<file path="src/rtl/seg_value_formatter_pkg.sv">
// -----------------------------------------------------------------------------
// seg_fmt_pkg
// Shared constants for the 7-segment value formatter:
//   - SEG_TABLE : 16 glyphs (0..F), active-high {dp,g,f,e,d,c,b,a}
//   - SEG_DASH / SEG_BLANK glyphs
//   - MODE_HEX / MODE_DEC encodings of the MODE input
//   - state_t   : formatter FSM states
//   - BCD_W / NUM_ITER : double-dabble sizing
//   - bcd_adjust() : add-3 correction applied before every shift
// -----------------------------------------------------------------------------
package seg_fmt_pkg;

    // Entry i lives in bits [i*8 +: 8]; listed from F down to 0.
    localparam logic [127:0] SEG_TABLE = {
        8'h71, 8'h79, 8'h5E, 8'h39, 8'h7C, 8'h77, 8'h6F, 8'h7F,
        8'h07, 8'h7D, 8'h6D, 8'h66, 8'h4F, 8'h5B, 8'h06, 8'h3F
    };

    localparam logic [7:0] SEG_DASH  = 8'h40;
    localparam logic [7:0] SEG_BLANK = 8'h00;

    localparam logic MODE_HEX = 1'b0;
    localparam logic MODE_DEC = 1'b1;

    typedef enum logic [1:0] {
        IDLE = 2'd0,
        CONV = 2'd1,
        ENC  = 2'd2
    } state_t;

    localparam int BCD_W    = 20;
    localparam int NUM_ITER = 16;

    // Every BCD digit that is 5 or more gets +3 so the following left shift
    // carries correctly into the next decimal digit.
    function automatic logic [BCD_W-1:0] bcd_adjust(input logic [BCD_W-1:0] b);
        logic [BCD_W-1:0] r;
        r = b;
        for (int i = 0; i < BCD_W / 4; i++) begin
            if (b[i*4 +: 4] >= 4'd5) begin
                r[i*4 +: 4] = b[i*4 +: 4] + 4'd3;
            end
        end
        return r;
    endfunction

endpackage

</file>
<file path="src/rtl/seg_value_formatter_if.sv">
// -----------------------------------------------------------------------------
// seg_value_formatter_if
// Request/result bundle between a caller (master) and the formatter (slave).
//   LOAD, VALUE, MODE, BLANK_LZ, DP_IN : request, driven by master
//   BUSY, DONE, OVF, SEG_A_0..SEG_D_0  : status and held patterns, driven by slave
//   DBG_STATE                           : formatter FSM state, for observation
//
// Handshake: LOAD is a single-cycle request with no ready/ack. It is accepted
// only on a clock edge where BUSY is 0 (the DONE cycle counts as idle);
// a LOAD while BUSY is 1 is dropped, so the master must wait for BUSY=0.
// DONE pulses for exactly one cycle when the new patterns and OVF appear.
// -----------------------------------------------------------------------------
interface seg_value_formatter_if;
    import seg_fmt_pkg::*;

    logic        LOAD;
    logic [15:0] VALUE;
    logic        MODE;
    logic        BLANK_LZ;
    logic [3:0]  DP_IN;

    logic        BUSY;
    logic        DONE;
    logic        OVF;
    logic [7:0]  SEG_A_0;
    logic [7:0]  SEG_B_0;
    logic [7:0]  SEG_C_0;
    logic [7:0]  SEG_D_0;
    state_t      DBG_STATE;

    modport master (
        output LOAD, VALUE, MODE, BLANK_LZ, DP_IN,
        input  BUSY, DONE, OVF, SEG_A_0, SEG_B_0, SEG_C_0, SEG_D_0, DBG_STATE
    );

    modport slave (
        input  LOAD, VALUE, MODE, BLANK_LZ, DP_IN,
        output BUSY, DONE, OVF, SEG_A_0, SEG_B_0, SEG_C_0, SEG_D_0, DBG_STATE
    );

endinterface

</file>
<file path="src/rtl/seg_value_formatter_digit_encoder.sv">
// -----------------------------------------------------------------------------
// seg_digit_encoder
// Combinational glyph mapping for one digit, active-high.
//   digit : 4-bit value to show (0..F)
//   blank : show nothing (segments off)
//   dash  : show a dash; wins over blank
//   dp    : decimal point, ORed into bit 7 regardless of blank/dash
//   seg   : {dp,g,f,e,d,c,b,a}
// -----------------------------------------------------------------------------
module seg_digit_encoder
    import seg_fmt_pkg::*;
(
    input  logic [3:0] digit,
    input  logic       blank,
    input  logic       dash,
    input  logic       dp,
    output logic [7:0] seg
);

    always_comb begin
        seg = SEG_TABLE[{digit, 3'b000} +: 8];
        if (dash) begin
            seg = SEG_DASH;
        end else if (blank) begin
            seg = SEG_BLANK;
        end
        seg[7] = seg[7] | dp;
    end

endmodule

</file>
<file path="src/rtl/seg_value_formatter.sv">
// -----------------------------------------------------------------------------
// seg_value_formatter
// Captures a 16-bit value on LOAD and produces four held 7-segment patterns
// for a dynamic scanner. Hex mode decodes nibbles directly; decimal mode runs
// a 16-step double-dabble (one shift per clock) into five BCD digits.
//   CLK, RSTN : clock, asynchronous active-low reset
//   bus       : seg_value_formatter_if.slave (request, status, patterns)
//   SEG_ACTIVE_LOW : 1 inverts every output segment bit (blank = 8'hFF)
// Latency: outputs/DONE update one edge after LOAD (hex) or 17 edges after
// LOAD (decimal).
// -----------------------------------------------------------------------------
module seg_value_formatter
    import seg_fmt_pkg::*;
#(
    parameter bit SEG_ACTIVE_LOW = 1'b0
)(
    input  logic                  CLK,
    input  logic                  RSTN,
    seg_value_formatter_if.slave  bus
);

    localparam logic [7:0] INV_MASK = {8{SEG_ACTIVE_LOW}};

    state_t            state_q;
    logic              busy_q;
    logic              done_q;
    logic              ovf_q;
    logic [4:0]        cnt_q;
    logic [15:0]       shift_q;
    logic [BCD_W-1:0]  bcd_q;
    logic              blank_lz_q;
    logic [3:0]        dp_q;
    logic [7:0]        seg_a_q, seg_b_q, seg_c_q, seg_d_q;

    // Double-dabble step: correct, then shift {BCD, shift} left by one.
    logic [BCD_W-1:0]       bcd_adj;
    logic [BCD_W+15:0]      dd_next;

    always_comb begin
        bcd_adj = bcd_adjust(bcd_q);
        dd_next = {bcd_adj, shift_q} << 1;
    end

    // Hex mode loads its nibbles into bcd_q[15:0] with bcd_q[19:16] = 0, so the
    // same encode path serves both modes and hex can never flag overflow.
    logic       ovf_now;
    logic       blank_d3, blank_d2, blank_d1;
    logic [7:0] enc_a, enc_b, enc_c, enc_d;

    always_comb begin
        ovf_now  = (bcd_q[19:16] != 4'd0);
        blank_d3 = blank_lz_q & (bcd_q[15:12] == 4'd0);
        blank_d2 = blank_d3   & (bcd_q[11:8]  == 4'd0);
        blank_d1 = blank_d2   & (bcd_q[7:4]   == 4'd0);
    end

    seg_digit_encoder u_enc_a (
        .digit (bcd_q[3:0]),
        .blank (1'b0),
        .dash  (ovf_now),
        .dp    (dp_q[0]),
        .seg   (enc_a)
    );

    seg_digit_encoder u_enc_b (
        .digit (bcd_q[7:4]),
        .blank (blank_d1),
        .dash  (ovf_now),
        .dp    (dp_q[1]),
        .seg   (enc_b)
    );

    seg_digit_encoder u_enc_c (
        .digit (bcd_q[11:8]),
        .blank (blank_d2),
        .dash  (ovf_now),
        .dp    (dp_q[2]),
        .seg   (enc_c)
    );

    seg_digit_encoder u_enc_d (
        .digit (bcd_q[15:12]),
        .blank (blank_d3),
        .dash  (ovf_now),
        .dp    (dp_q[3]),
        .seg   (enc_d)
    );

    always_ff @(posedge CLK or negedge RSTN) begin
        if (!RSTN) begin
            state_q    <= IDLE;
            busy_q     <= 1'b0;
            done_q     <= 1'b0;
            ovf_q      <= 1'b0;
            cnt_q      <= 5'd0;
            shift_q    <= 16'd0;
            bcd_q      <= '0;
            blank_lz_q <= 1'b0;
            dp_q       <= 4'd0;
            seg_a_q    <= SEG_BLANK ^ INV_MASK;
            seg_b_q    <= SEG_BLANK ^ INV_MASK;
            seg_c_q    <= SEG_BLANK ^ INV_MASK;
            seg_d_q    <= SEG_BLANK ^ INV_MASK;
        end else begin
            done_q <= 1'b0;
            case (state_q)
                IDLE: begin
                    if (bus.LOAD) begin
                        blank_lz_q <= bus.BLANK_LZ;
                        dp_q       <= bus.DP_IN;
                        cnt_q      <= 5'd0;
                        busy_q     <= 1'b1;
                        if (bus.MODE == MODE_HEX) begin
                            bcd_q   <= {4'h0, bus.VALUE};
                            shift_q <= 16'd0;
                            state_q <= ENC;
                        end else begin
                            bcd_q   <= '0;
                            shift_q <= bus.VALUE;
                            state_q <= CONV;
                        end
                    end
                end
                CONV: begin
                    {bcd_q, shift_q} <= dd_next;
                    cnt_q            <= cnt_q + 5'd1;
                    if (cnt_q == 5'(NUM_ITER - 1)) begin
                        state_q <= ENC;
                    end
                end
                ENC: begin
                    // LOAD is not looked at here; it is only sampled in IDLE.
                    seg_a_q <= enc_a ^ INV_MASK;
                    seg_b_q <= enc_b ^ INV_MASK;
                    seg_c_q <= enc_c ^ INV_MASK;
                    seg_d_q <= enc_d ^ INV_MASK;
                    ovf_q   <= ovf_now;
                    done_q  <= 1'b1;
                    busy_q  <= 1'b0;
                    state_q <= IDLE;
                end
                default: begin
                    busy_q  <= 1'b0;
                    state_q <= IDLE;
                end
            endcase
        end
    end

    assign bus.BUSY      = busy_q;
    assign bus.DONE      = done_q;
    assign bus.OVF       = ovf_q;
    assign bus.SEG_A_0   = seg_a_q;
    assign bus.SEG_B_0   = seg_b_q;
    assign bus.SEG_C_0   = seg_c_q;
    assign bus.SEG_D_0   = seg_d_q;
    assign bus.DBG_STATE = state_q;

endmodule

</file>
<file path="src/flat_wrapper.sv">
// flat-port wrapper written by rule: the top's interface ports become plain ports
module seg_value_formatter_flat import seg_fmt_pkg::*;
#(
    parameter bit SEG_ACTIVE_LOW = 1'b0
)
  (CLK, RSTN, bus_LOAD, bus_VALUE, bus_MODE, bus_BLANK_LZ, bus_DP_IN, bus_BUSY, bus_DONE, bus_OVF, bus_SEG_A_0, bus_SEG_B_0, bus_SEG_C_0, bus_SEG_D_0, bus_DBG_STATE);
  seg_value_formatter_if bus_i ();
  input  logic CLK;
  input  logic RSTN;
  input wire logic [$bits(bus_i.LOAD)-1:0] bus_LOAD;
  input wire logic [$bits(bus_i.VALUE)-1:0] bus_VALUE;
  input wire logic [$bits(bus_i.MODE)-1:0] bus_MODE;
  input wire logic [$bits(bus_i.BLANK_LZ)-1:0] bus_BLANK_LZ;
  input wire logic [$bits(bus_i.DP_IN)-1:0] bus_DP_IN;
  output wire logic [$bits(bus_i.BUSY)-1:0] bus_BUSY;
  output wire logic [$bits(bus_i.DONE)-1:0] bus_DONE;
  output wire logic [$bits(bus_i.OVF)-1:0] bus_OVF;
  output wire logic [$bits(bus_i.SEG_A_0)-1:0] bus_SEG_A_0;
  output wire logic [$bits(bus_i.SEG_B_0)-1:0] bus_SEG_B_0;
  output wire logic [$bits(bus_i.SEG_C_0)-1:0] bus_SEG_C_0;
  output wire logic [$bits(bus_i.SEG_D_0)-1:0] bus_SEG_D_0;
  output wire logic [$bits(bus_i.DBG_STATE)-1:0] bus_DBG_STATE;
  assign bus_i.LOAD = bus_LOAD;
  assign bus_i.VALUE = bus_VALUE;
  assign bus_i.MODE = bus_MODE;
  assign bus_i.BLANK_LZ = bus_BLANK_LZ;
  assign bus_i.DP_IN = bus_DP_IN;
  assign bus_BUSY = bus_i.BUSY;
  assign bus_DONE = bus_i.DONE;
  assign bus_OVF = bus_i.OVF;
  assign bus_SEG_A_0 = bus_i.SEG_A_0;
  assign bus_SEG_B_0 = bus_i.SEG_B_0;
  assign bus_SEG_C_0 = bus_i.SEG_C_0;
  assign bus_SEG_D_0 = bus_i.SEG_D_0;
  assign bus_DBG_STATE = bus_i.DBG_STATE;
  seg_value_formatter #(.SEG_ACTIVE_LOW(SEG_ACTIVE_LOW)) u_core (.CLK(CLK), .RSTN(RSTN), .bus(bus_i));
endmodule
</file>
<file path="config.mk">
export PLATFORM = sky130hd
export DESIGN_NAME = seg_value_formatter_flat
export DESIGN_NICKNAME = d
export VERILOG_FILES = /design/src/rtl/seg_value_formatter_pkg.sv /design/src/rtl/seg_value_formatter_if.sv /design/src/rtl/seg_value_formatter_digit_encoder.sv /design/src/rtl/seg_value_formatter.sv /design/src/flat_wrapper.sv
export SDC_FILE = /design/constraint.sdc
export NUM_CORES = 1
export LEC_CHECK = 0
export BUFFER_PORTS_ARGS = -buffer_cell sky130_fd_sc_hd__buf_4
export CAP_MARGIN = 10
export CORE_UTILIZATION = 65
export CTS_BUF_LIST = sky130_fd_sc_hd__clkbuf_4 sky130_fd_sc_hd__clkbuf_8
export DETAILED_ROUTE_END_ITERATION = 8
export MAX_ROUTING_LAYER = met4
export PLACE_DENSITY = 0.88
export SYNTH_ARGS = -nofsm -noshare
export SYNTH_HDL_FRONTEND = slang
export SYNTH_SLANG_ARGS = --single-unit
</file>
<file path="constraint.sdc">
create_clock -name CLK -period 2.87 [get_ports CLK]
set_input_delay 0.574 -clock CLK [delete_from_list [all_inputs] [get_ports CLK]]
set_output_delay 0.574 -clock CLK [all_outputs]
set_load 0.005 [all_outputs]
</file>
Word-level counts from Yosys, hierarchy flattened
Cells that the tools add are included.
{"block": "classes", "add_sub_neg": 6, "n_lt_le_gt_ge": 5, "n_eq_ne": 5, "shift": 4, "n_mux": 27, "bitwise": 8, "reduce_logical": 10}
{"operator": "128-bit by 8-bit indexed part select with 8-bit output, first input constant", "count": 4}
{"operator": "8-bit 2-to-1 mux", "count": 7}
{"operator": "16-bit 2-to-1 mux", "count": 3}
{"operator": "20-bit one-hot mux with 2 select lines", "count": 1}
{"operator": "16-bit one-hot mux with 2 select lines", "count": 1}
{"operator": "4-bit by 3-bit >= comparator with 1-bit output, second input constant", "count": 5}
{"operator": "20-bit 2-to-1 mux", "count": 1}
{"operator": "4-bit by 2-bit adder with 4-bit output, second input constant", "count": 4}
{"operator": "4-bit 2-to-1 mux", "count": 4}
{"operator": "4-bit zero test", "count": 3}
{"operator": "5-bit one-hot mux with 2 select lines", "count": 1}
{"operator": "2-bit AND reduction", "count": 4}
{"operator": "2-bit 2-to-1 mux", "count": 3}
{"operator": "5-bit by 1-bit adder with 5-bit output, second input constant", "count": 1}
{"operator": "5-bit by 4-bit equality test with 1-bit output, second input constant", "count": 1}
{"operator": "5-bit 2-to-1 mux", "count": 1}
{"operator": "1-bit OR", "count": 4}
{"operator": "2-bit one-hot mux with 2 select lines", "count": 1}
{"operator": "4-bit nonzero test", "count": 1}
{"operator": "3-bit by 2-bit adder with 3-bit output, second input constant", "count": 1}
{"operator": "1-bit bitwise AND", "count": 3}
{"operator": "3-bit 2-to-1 mux", "count": 1}
{"operator": "2-bit by 1-bit equality test with 1-bit output, second input constant", "count": 1}
{"operator": "2-bit equality test, second input constant", "count": 1}
{"operator": "7 further kinds", "count": 8}
{"block": "word_totals", "ff_bits": 83, "inputBits": 25, "output_inout_bits": 37, "elab_cells": 78}

Depth between registers and ports, before layout
Gate-level depths: netlist of run 1.
{"block": "depth", "word_depth": 7, "mapped_depth": 6, "mapped_depth_nobuf": 6}

Cells and area by module
From an unflattened synthesis of run 1, not the netlist that was laid out.
{"block": "hier_totals", "cells_unflattened": 492, "hier_area_um2": 5018.6}
{"mod": "seg_value_formatter", "n_inst": 1, "cells_each": 332, "area_per_inst_um2": 3852.4, "seq_area_each_um2": 2077.0}
{"mod": "seg_digit_encoder", "n_inst": 4, "cells_each": 40, "area_per_inst_um2": 291.5, "seq_area_each_um2": 0.0}

Least setup slack after synthesis of run 1
Ideal clock, no wire load.
{"block": "synth_path", "path_type": "reg-to-reg", "from": "register u_core.bcd_q[1]", "to": "register u_core.bcd_q[4]", "setup_time_ns": 0.126, "arrival_ns": 1.584, "required_time_ns": 2.744, "setup_slack_ns": 1.160, "stages_incl_launch_ff": 7, "n_path_buf": 0, "period_less_slack_ns": 1.710, "path_cell_list": "dfrtp_1 -> inv_1 -> ha_1 -> nand2b_1 -> a21oi_1 -> nor3b_1 -> o32a_1"}
{"block": "synth_via", "elab_chain_cells": 3, "word_cells_on_any_way": 4, "classes_between": "1 x add/sub; 1 x order compare; 2 x mux"}
{"item": "from (decl)", "line_no": "seg_value_formatter.sv:30", "text": "logic [BCD_W-1:0] bcd_q;"}
{"item": "from (signal assigned)", "line_no": "seg_value_formatter.sv:114", "text": "bcd_q <= {4'h0, bus.VALUE};"}
{"item": "from (signal assigned)", "line_no": "seg_value_formatter.sv:125", "text": "{bcd_q, shift_q} <= dd_next;"}
{"item": "4-bit by 2-bit adder with 4-bit output or 4-bit by 3-bit >= comparator with 1-bit output (tied branches)", "line_no": "seg_value_formatter_pkg.sv:41, seg_value_formatter_pkg.sv:40"}
{"item": "4-bit 2-to-1 mux (*)", "line_no": "seg_value_formatter_pkg.sv:40", "text": "if (b[i*4 +: 4] >= 4'd5) begin"}
{"item": "20-bit one-hot mux with 2 select lines (*)", "line_no": "seg_value_formatter.sv:106", "text": "case (state_q)"}
Mark *: on every way between the ends. The rest lies on a longest branch, timed or not.
A chain may end at the register's enable or synchronous reset.

Worst setup path in the final report of run 1
{"block": "layout_path", "from": "register u_core.bcd_q[5]", "to": "register u_core.bcd_q[8]"}
Same word-level chain as after synthesis.

==> Implementation_results.wiki, run 1 <==
{| class="wikitable"
! Metric !! Value
|-
| Reg-to-reg startpoint || u_core.bcd_q[5]
|-
| Unrepaired setup endpoints after global routing || false
|-
| Sequential cell area in the final layout || 2080 um2
|-
| Total of cells resized after clock tree synthesis || 0
|-
| Flop2flop setup slack || 760 ps
|-
| Max-cap violation count || 0
|-
| Number of warnings reported in the yosys synthesis log || 0
|-
| Primary FF master, synth || dfrtp_1
|-
| Pre-CTS setup slack || 814 ps
|-
| Cell leakage power || 0.00256 uW
|-
| Clock root buffer master || clkbuf_8
|-
| Overall fraction of global-route tracks in use || 30.7%
|-
| Post-layout minimum cycle time || 2110 ps
|-
| Commonest non-fill, non-tap cell in the layout || dfrtp_1
|-
| Clock network latency to the later pin of the worst-skew pair || 350 ps
|-
| Actual transition at the worst max-transition pin || 1030 ps
|-
| Number of vias after detailed routing || 3840
|-
| Seq/Total Area, Yosys || 44.5%
|-
| Startpoint-to-endpoint class of the critical path || reg2reg
|-
| Leading cell types in the layout, fill and taps excluded || dfrtp_1, buf_4, nand2_1
|-
| Post-synth EDFFs || 0
|-
| Fraction of the mapped netlist area in adder cells || 8.58%
|-
| Die width || 86.7 um
|-
| Post-synth net total || 537
|-
| Maximum frequency from static timing analysis || 474 MHz
|-
| CP startpoint || u_core.bcd_q[5]
|-
| Worst-case clock skew || 10.0 ps
|-
| # port buffers || 61
|-
| Dominant combinational cell family by area after synthesis || compound AO/OA/AOI/OAI gates
|-
| Area of the die || 7520 um2
|-
| I/O pin cnt || 62
|-
| Required time of the critical path || 3100 ps
|-
| Data arrival time of the critical path || 2340 ps
|-
| Quantity of hold-fixing buffers added after cts || 0
|-
| Final worst-path cycle share || 73.5%
|-
| Fraction of synthesis flops using an asynchronous set or reset pin || 100%
|-
| Multiplexer fraction of the synthesized cell area || 5.26%
|-
| Proportion of layout cells with a drive suffix above 1 || 17.6%
|-
| Status || finished clean
|-
| Share of the core filled with cells || 77.4%
|-
| Capturing point of the worst reg2reg path || u_core.bcd_q[8]
|-
| Number of placed instances with taps included || 609
|-
| Worst slew margin relative to its limit || 31.3%
|-
| Final cell count without fillers || 624
|-
| Vias in the first global route || 3629
|-
| Post-route setup slack || 762 ps
|-
| CTS H-Tree Depth || 3
|-
| Die boundary height || 86.7 um
|-
| Syn Area/Cell || 9.72 um2
|-
| Cell area after synthesis || 4670 um2
|-
| Layout filler cell count || 477
|-
| Wire length per cell after detailed routing || 16.8 um
|-
| Startpoint type of the worst setup path || flop
|-
| Crit end category || flop
|-
| Final layout net count || 581
|-
| Clock tree from TritonCTS || yes
|-
| Distinct cell type count of the synthesized netlist || 51
|-
| Min-Delay Path Class || in2async
|-
| Count of final max-slew check failures || 0
|-
| Violation count after the first detailed-routing iteration || 337
|-
| Pin count of the biggest net entering global routing || 84
|-
| Area share of and/or/nand/nor cells after synthesis || 13.9%
|-
| Gr ovfl total || 0
|-
| Sum of negative setup slack || 0 ps
|-
| Number of clock sinks || 83
|-
| Via-per-instance ratio || 6.15
|-
| Post-CTS setup buffer count || 0
|-
| Core Region || 6870 um2
|-
| Synthesized-area fraction occupied by ao, oa, aoi and oai cells || 20.1%
|-
| Peak supply drop || 0.572 mV
|-
| Cell row count || 30
|-
| Residual DRC || 0
|-
| Remaining antenna violation count after routing || 0
|-
| Flops & latches, synth || 83
|-
| Number of antenna violations at the first check in global routing || 0
|-
| Final-report setup violation count || 0
|-
| Power per cell area || 1170 nW/um2
|-
| Clk slew on worst S/H paths || 80 ps
|-
| Number of cells on the worst reg-to-reg path || 6
|-
| Critical path capture point || u_core.bcd_q[8]
|-
| CP Max Fanout || 8
|-
| Area growth from synthesis to final layout || 13.9%
|-
| Starting density of the core || 67.9%
|-
| Total Routed Length || 10500 um
|-
| Count of antenna diodes in the layout || 0
|-
| Area taken by multi-input logic gates || 2300 um2
|-
| XOR/XNOR Fraction of Synth Area || 1.50%
|-
| Maximum buffer depth of the clock tree || 2
|-
| Weighted congestion reported at the end of routability-driven placement || 0.856
|-
| Hold Fails Final Rpt || 0
|-
| Synthesized instance count || 480
|-
| First-pass iteration count of the detailed router || 5
|-
| Wire length of the first global-routing pass || 17200 um
|-
| HPWL after detailed placement || 7370 um
|-
| Total CTS buffers || 9
|}
==> state kept, by name (all words and copies together), names as in the netlist <==
register	flops
u_core.bus.SEG_C_0	8
u_core.cnt_q	5
u_core.bus.BUSY	1
u_core.bus.SEG_D_0	8
u_core.shift_q	16
u_core.dp_q	4
u_core.bus.SEG_A_0	8
u_core.bus.DONE	1
u_core.bus.SEG_B_0	8
u_core.blank_lz_q	1
u_core.bus.DBG_STATE	2
u_core.bus.OVF	1
u_core.bcd_q	20
==> cell usage after synthesis (all sizes together), types with 2 or more instances <==
| cell type | count | area share, % |
|---|---|---|
| a22oi | 10 | 1.6 |
| nor3b | 4 | 0.64 |
| nand2b | 13 | 1.7 |
| o21ai | 34 | 3.6 |
| xnor2 | 5 | 0.94 |
| nor2b | 7 | 0.94 |
| mux2i | 11 | 2.4 |
| a32oi | 3 | 0.56 |
| a31oi | 2 | 0.27 |
| a222oi | 9 | 1.9 |
| buf | 25 | 3.0 |
| mux2 | 5 | 1.4 |
| nand4 | 3 | 0.40 |
| a221oi | 4 | 0.75 |
| nor2 | 29 | 2.4 |
| xor2 | 3 | 0.56 |
| dfrtp | 83 | 45 |
| o22ai | 4 | 0.54 |
| nand3b | 3 | 0.48 |
| nand3 | 5 | 0.54 |
| o32ai | 4 | 0.75 |
| a32o | 6 | 1.3 |
| a21oi | 27 | 2.9 |
| and3 | 3 | 0.40 |
| o221ai | 2 | 0.38 |
| inv | 32 | 2.6 |
| a22o | 13 | 2.4 |
| or2 | 2 | 0.27 |
| nor3 | 4 | 0.43 |
| nand2 | 61 | 4.9 |
| mux4 | 3 | 1.4 |
| ha | 32 | 8.6 |
| o32a | 3 | 0.64 |
| a211oi | 6 | 0.97 |
| and2 | 2 | 0.27 |
| clkbuf | 8 | 0.64 |
| o211ai | 2 | 0.32 |
==> report_power, final <==
part           internal [uW]  switching (uW)  leakage, uW  total, uW
Clock                    464             396     0.000106        860
Combinational           1480            1560      0.00142       3040
Sequential              1670             628      0.00104       2300
Total                   3610            2580      0.00256       6200
==> worst min-delay path by stage <==
stage,startpoint,to,slack [ps],depth (start not counted)
2_1_floorplan,RSTN,u_core.bcd_q[0],280,0
3_3_place_gp,u_core.shift_q[13],u_core.shift_q[14],450,2
3_5_place_dp,u_core.shift_q[13],u_core.shift_q[14],450,2
4_1_cts,RSTN,u_core.bus.SEG_D_0[3],440,1
5_1_grt,bus_DP_IN[0],u_core.dp_q[0],450,2
6_report,RSTN,u_core.bus.SEG_D_0[3],400,1
==> area by class of cell <==
type | count | area share, %
Inverter | 32 | 2.26
Clock buffer | 13 | 3.13
Clock inverter | 2 | 0.659
Tap cell | 96 | 2.26
Timing Repair Buffer | 66 | 9.32
Sequential cell | 83 | 39.1
Multi-Input combinational cell | 332 | 43.3
==> through the flow <==
stage | total power [uW] | hold slack (ps) | area [um2]
after detailed placement | 5300 | 454 | 5110
after global routing | 6670 | 454 | 5310
after CTS | 6190 | 442 | 5310
final | 6200 | 401 | 5310
after global placement | 5150 | 446 | 5110
after floorplan | 4340 | 278 | 4670
==> kinds of logic (layout without fill, tap and decap cells) <==
| group | Yosys count | in the layout |
|---|---|---|
| xor+xnor | 8 | 8 |
| fa+ha+maj | 32 | 32 |
| buf+inv | 65 | 113 |
| compound gates | 135 | 135 |
| mux | 19 | 19 |
| flops | 83 | 83 |
| simple gates | 138 | 138 |
==> critical path: stages (launching register included) <==
cell      delay [ps]
dfrtp_1          510
inv_1            170
ha_1             270
nand2b_1         180
a21oi_1          360
nor3b_1          140
o32a_1           360
==> layer usage <==
layer	GRT usage [%]	part of all wire, %	vias to the layer above
met5	-	0	-
met4	11.8	1.8	0
met3	4.10	5.3	16
met2	49.1	50	147
met1	40.0	43	1878
li1	-	-	1799
(Power assumes the default switching activity.)
==> run 2, diff against run 1 <==
- ABC_AREA: unset -> 1
- CORE_UTILIZATION: 65 -> 60
- PLACE_DENSITY: 0.88 -> 0.82
- clock period: 2.87 -> 2.15 ns (I/O delays scaled with it)
==> Implementation_results.wiki, run 2 <==
{| class="wikitable"
! Metric !! Value
|-
| Status || finished clean
|-
| Crit end category || flop
|-
| Area of the die || 8440 um2 (+12%)
|-
| Final layout net count || 746 (+28%)
|-
| HPWL after detailed placement || 8120 um (+10%)
|-
| Distinct cell type count of the synthesized netlist || 28 (-45%)
|-
| Total CTS buffers || 9 (unchanged)
|-
| Residual DRC || 0 (unchanged)
|-
| Maximum frequency from static timing analysis || 578 MHz (+22%)
|-
| Violation count after the first detailed-routing iteration || 293 (-13%)
|-
| Quantity of hold-fixing buffers added after cts || 0 (unchanged)
|-
| First-pass iteration count of the detailed router || 5 (unchanged)
|-
| Min-Delay Path Class || in2async
|-
| Max-cap violation count || 0 (unchanged)
|-
| Starting density of the core || 62.4% (-5.5 points)
|-
| Count of antenna diodes in the layout || 0 (unchanged)
|-
| Largest registers ranked by flip-flop count || u_core.bcd_q x20, u_core.shift_q x16
|-
| Overall fraction of global-route tracks in use || 28.9% (-1.8 points)
|-
| Worst-case clock skew || 8.17 ps (-1.83 ps)
|-
| I/O pin cnt || 62 (unchanged)
|-
| Cell types with the highest counts after synthesis || nand2_1, dfrtp_1, o21ai_0
|-
| Synthesized instance count || 636 (+33%)
|-
| Wire length per cell after detailed routing || 14.0 um (-17%)
|-
| Worst-path cell with the longest stage delay || dfrtp_1
|-
| PnR Total Power || 8400 uW (+36%)
|-
| Cell taking the most area after synthesis || dfrtp_1
|-
| Power per cell area || 1510 nW/um2 (+29%)
|-
| Most common cell in the netlist || nand2_1
|-
| Die boundary height || 91.9 um (+5.9%)
|-
| Post-synth EDFFs || 0 (unchanged)
|-
| Seq/Total Area, Yosys || 42.9% (-1.7 points)
|-
| Die width || 91.9 um (+5.9%)
|-
| Area after DPL || 5350 um2 (+4.6%)
|-
| Hold Fails Final Rpt || 0 (unchanged)
|-
| Worst slew margin relative to its limit || 44.1% (+13 points)
|-
| Total of cells resized after clock tree synthesis || 0 (unchanged)
|-
| Number of clock sinks || 83 (unchanged)
|-
| Clock root buffer master || clkbuf_8
|-
| Max stage delay on crit path || 430 ps (-80 ps)
|-
| Required time of the critical path || 2390 ps (-710 ps)
|-
| Actual transition at the worst max-transition pin || 837 ps (-194 ps)
|-
| Weighted congestion reported at the end of routability-driven placement || 0.936 (+9.3%)
|-
| Sum of negative setup slack || 0 ps (unchanged)
|-
| Count of final max-slew check failures || 0 (unchanged)
|-
| Unrepaired setup endpoints after global routing || false
|-
| Clk slew on worst S/H paths || 80 ps (about the same)
|-
| Pin count of the biggest net entering global routing || 41 (-51%)
|-
| Startpoint type of the worst setup path || flop
|-
| Commonest non-fill, non-tap cell in the layout || nand2_1
|-
| Dominant cells by area after synthesis || dfrtp_1, nand2_1, ha_1, o21ai_0, nand3_1
|-
| Number of antenna violations at the first check in global routing || 0 (unchanged)
|-
| Clock network latency to the later pin of the worst-skew pair || 360 ps (about the same)
|-
| Cell row count || 32 (+6.7%)
|-
| Number of warnings reported in the yosys synthesis log || 0 (unchanged)
|-
| Cell leakage power || 0.00282 uW (+10%)
|-
| Number of vias after detailed routing || 4369 (+14%)
|-
| Post-Layout Inst Area || 5560 um2 (+4.7%)
|-
| Register with the most flip-flops || u_core.bcd_q
|-
| Flops & latches, synth || 83 (unchanged)
|-
| Core Region || 7770 um2 (+13%)
|-
| Cell area after synthesis || 4850 um2 (+3.9%)
|-
| Post-synth net total || 693 (+29%)
|-
| Via-per-instance ratio || 5.49 (-11%)
|-
| Startpoint-to-endpoint class of the critical path || reg2reg
|-
| # port buffers || 61 (unchanged)
|-
| Area share of the largest cell type after synthesis || 42.9% (-1.7 points)
|-
| Final-report setup violation count || 0 (unchanged)
|-
| Vias in the first global route || 3949 (+8.8%)
|-
| List of cells traversed by the critical path || inv_2 -> nand2_4 -> inv_4 -> nor2_4 -> buf_4 -> a22oi_1 -> o21ai_0
|-
| Gr ovfl total || 0 (unchanged)
|-
| Wire length of the first global-routing pass || 18700 um (+8.6%)
|-
| CP Max Fanout || 31 (+23)
|-
| Syn Area/Cell || 7.62 um2 (-22%)
|-
| Proportion of layout cells with a drive suffix above 1 || 14.4% (-3.2 points)
|-
| Primary FF master, synth || dfrtp_1
|-
| Fraction of synthesis flops using an asynchronous set or reset pin || 100% (unchanged)
|-
| Post-CTS setup buffer count || 0 (unchanged)
|-
| Area growth from synthesis to final layout || 14.8%
|-
| Maximum buffer depth of the clock tree || 2 (unchanged)
|-
| Flip-flop count of the largest register, all copies and words added || 20 (unchanged)
|-
| Share of the core filled with cells || 71.6% (-5.8 points)
|-
| Leading cell types in the layout, fill and taps excluded || nand2_1, dfrtp_1, buf_4
|-
| Total Routed Length || 11100 um (+6.3%)
|-
| Data arrival time of the critical path || 1980 ps (-360 ps)
|-
| Remaining antenna violation count after routing || 0 (unchanged)
|-
| Clock tree from TritonCTS || yes
|-
| Peak supply drop || 0.715 mV (+25%)
|-
| CTS H-Tree Depth || 3 (unchanged)
|-
| Post-layout minimum cycle time || 1730 ps (-378 ps)
|-
| Final worst-path cycle share || 80.5% (+7.0 points)
|-
| Worst slack on hold paths || 39.3 ps (-362 ps)
|}
## run 2: metrics by stage
stage               cells  worst slack [ps]
floorplan             636               696
global placement      780               522
detailed placement    780               441
CTS                   796               443
global route          796               265
finish                796               419
## run 2: area by class of cell
cell class	instances	area, um2
Timing Repair Buffer	67	515
Multi-Input combinational cell	472	2410
Clock buffer	11	139
Inverter	56	218
Tap cell	102	128
Sequential cell	83	2080
Clock inverter	5	77.6
Fill cell	647	2210
## run 2: worst paths after layout
path | start | to | slack [ps] | cells past startpoint
min | RSTN | u_core.bus.SEG_C_0[3] | 40 | 1
min in group CLK | bus_BLANK_LZ | u_core.blank_lz_q | 280 | 3
max in group asynchronous | RSTN | u_core.shift_q[11] | 1460 | 2
min reg2reg | u_core.bus.SEG_A_0[0] | u_core.bus.SEG_A_0[0] | 490 | 2
max reg2reg | u_core.bus.DBG_STATE[1] | u_core.shift_q[1] | 420 | 7
max | u_core.bus.DBG_STATE[1] | u_core.shift_q[1] | 420 | 7
## run 2: routing by layer
| metal | vias to the layer above | share of wire [%] | track usage (%) |
|---|---|---|---|
| met5 | - | 0 | - |
| met4 | 0 | 1.9 | 10.5 |
| met3 | 19 | 4.9 | 3.73 |
| met2 | 141 | 46 | 43.6 |
| met1 | 2023 | 47 | 40.1 |
| li1 | 2186 | - | - |
## run 2: logic make-up (layout without fill, tap and decap cells)
group                    count (synthesis)  after routing  synth area share [%]
AND/OR/NAND/NOR                        318            318                  27.4
AO/OA/AOI/OAI                          122            122                  14.0
flip-flops                              83             83                  42.9
buffers and inverters                   81            139                  7.46
adder cells (fa/ha/maj)                 32             32                  8.26
## run 2: worst max-delay path: cells and delay by family, from the launching register on
family                 cells  cell delay, ps
buffers and inverters      3             690
DFF                        1             430
AOI/OAI and AO/OA          2             260
and+or+nand+nor            2             230
## run 2: power breakdown
group,switching [uW],leakage (uW),internal [uW],total [uW]
registers,690,0.00104,2240,2930
logic,2600,0.00167,1640,4250
clock network,549,0.000110,676,1230
total,3840,0.00282,4560,8400
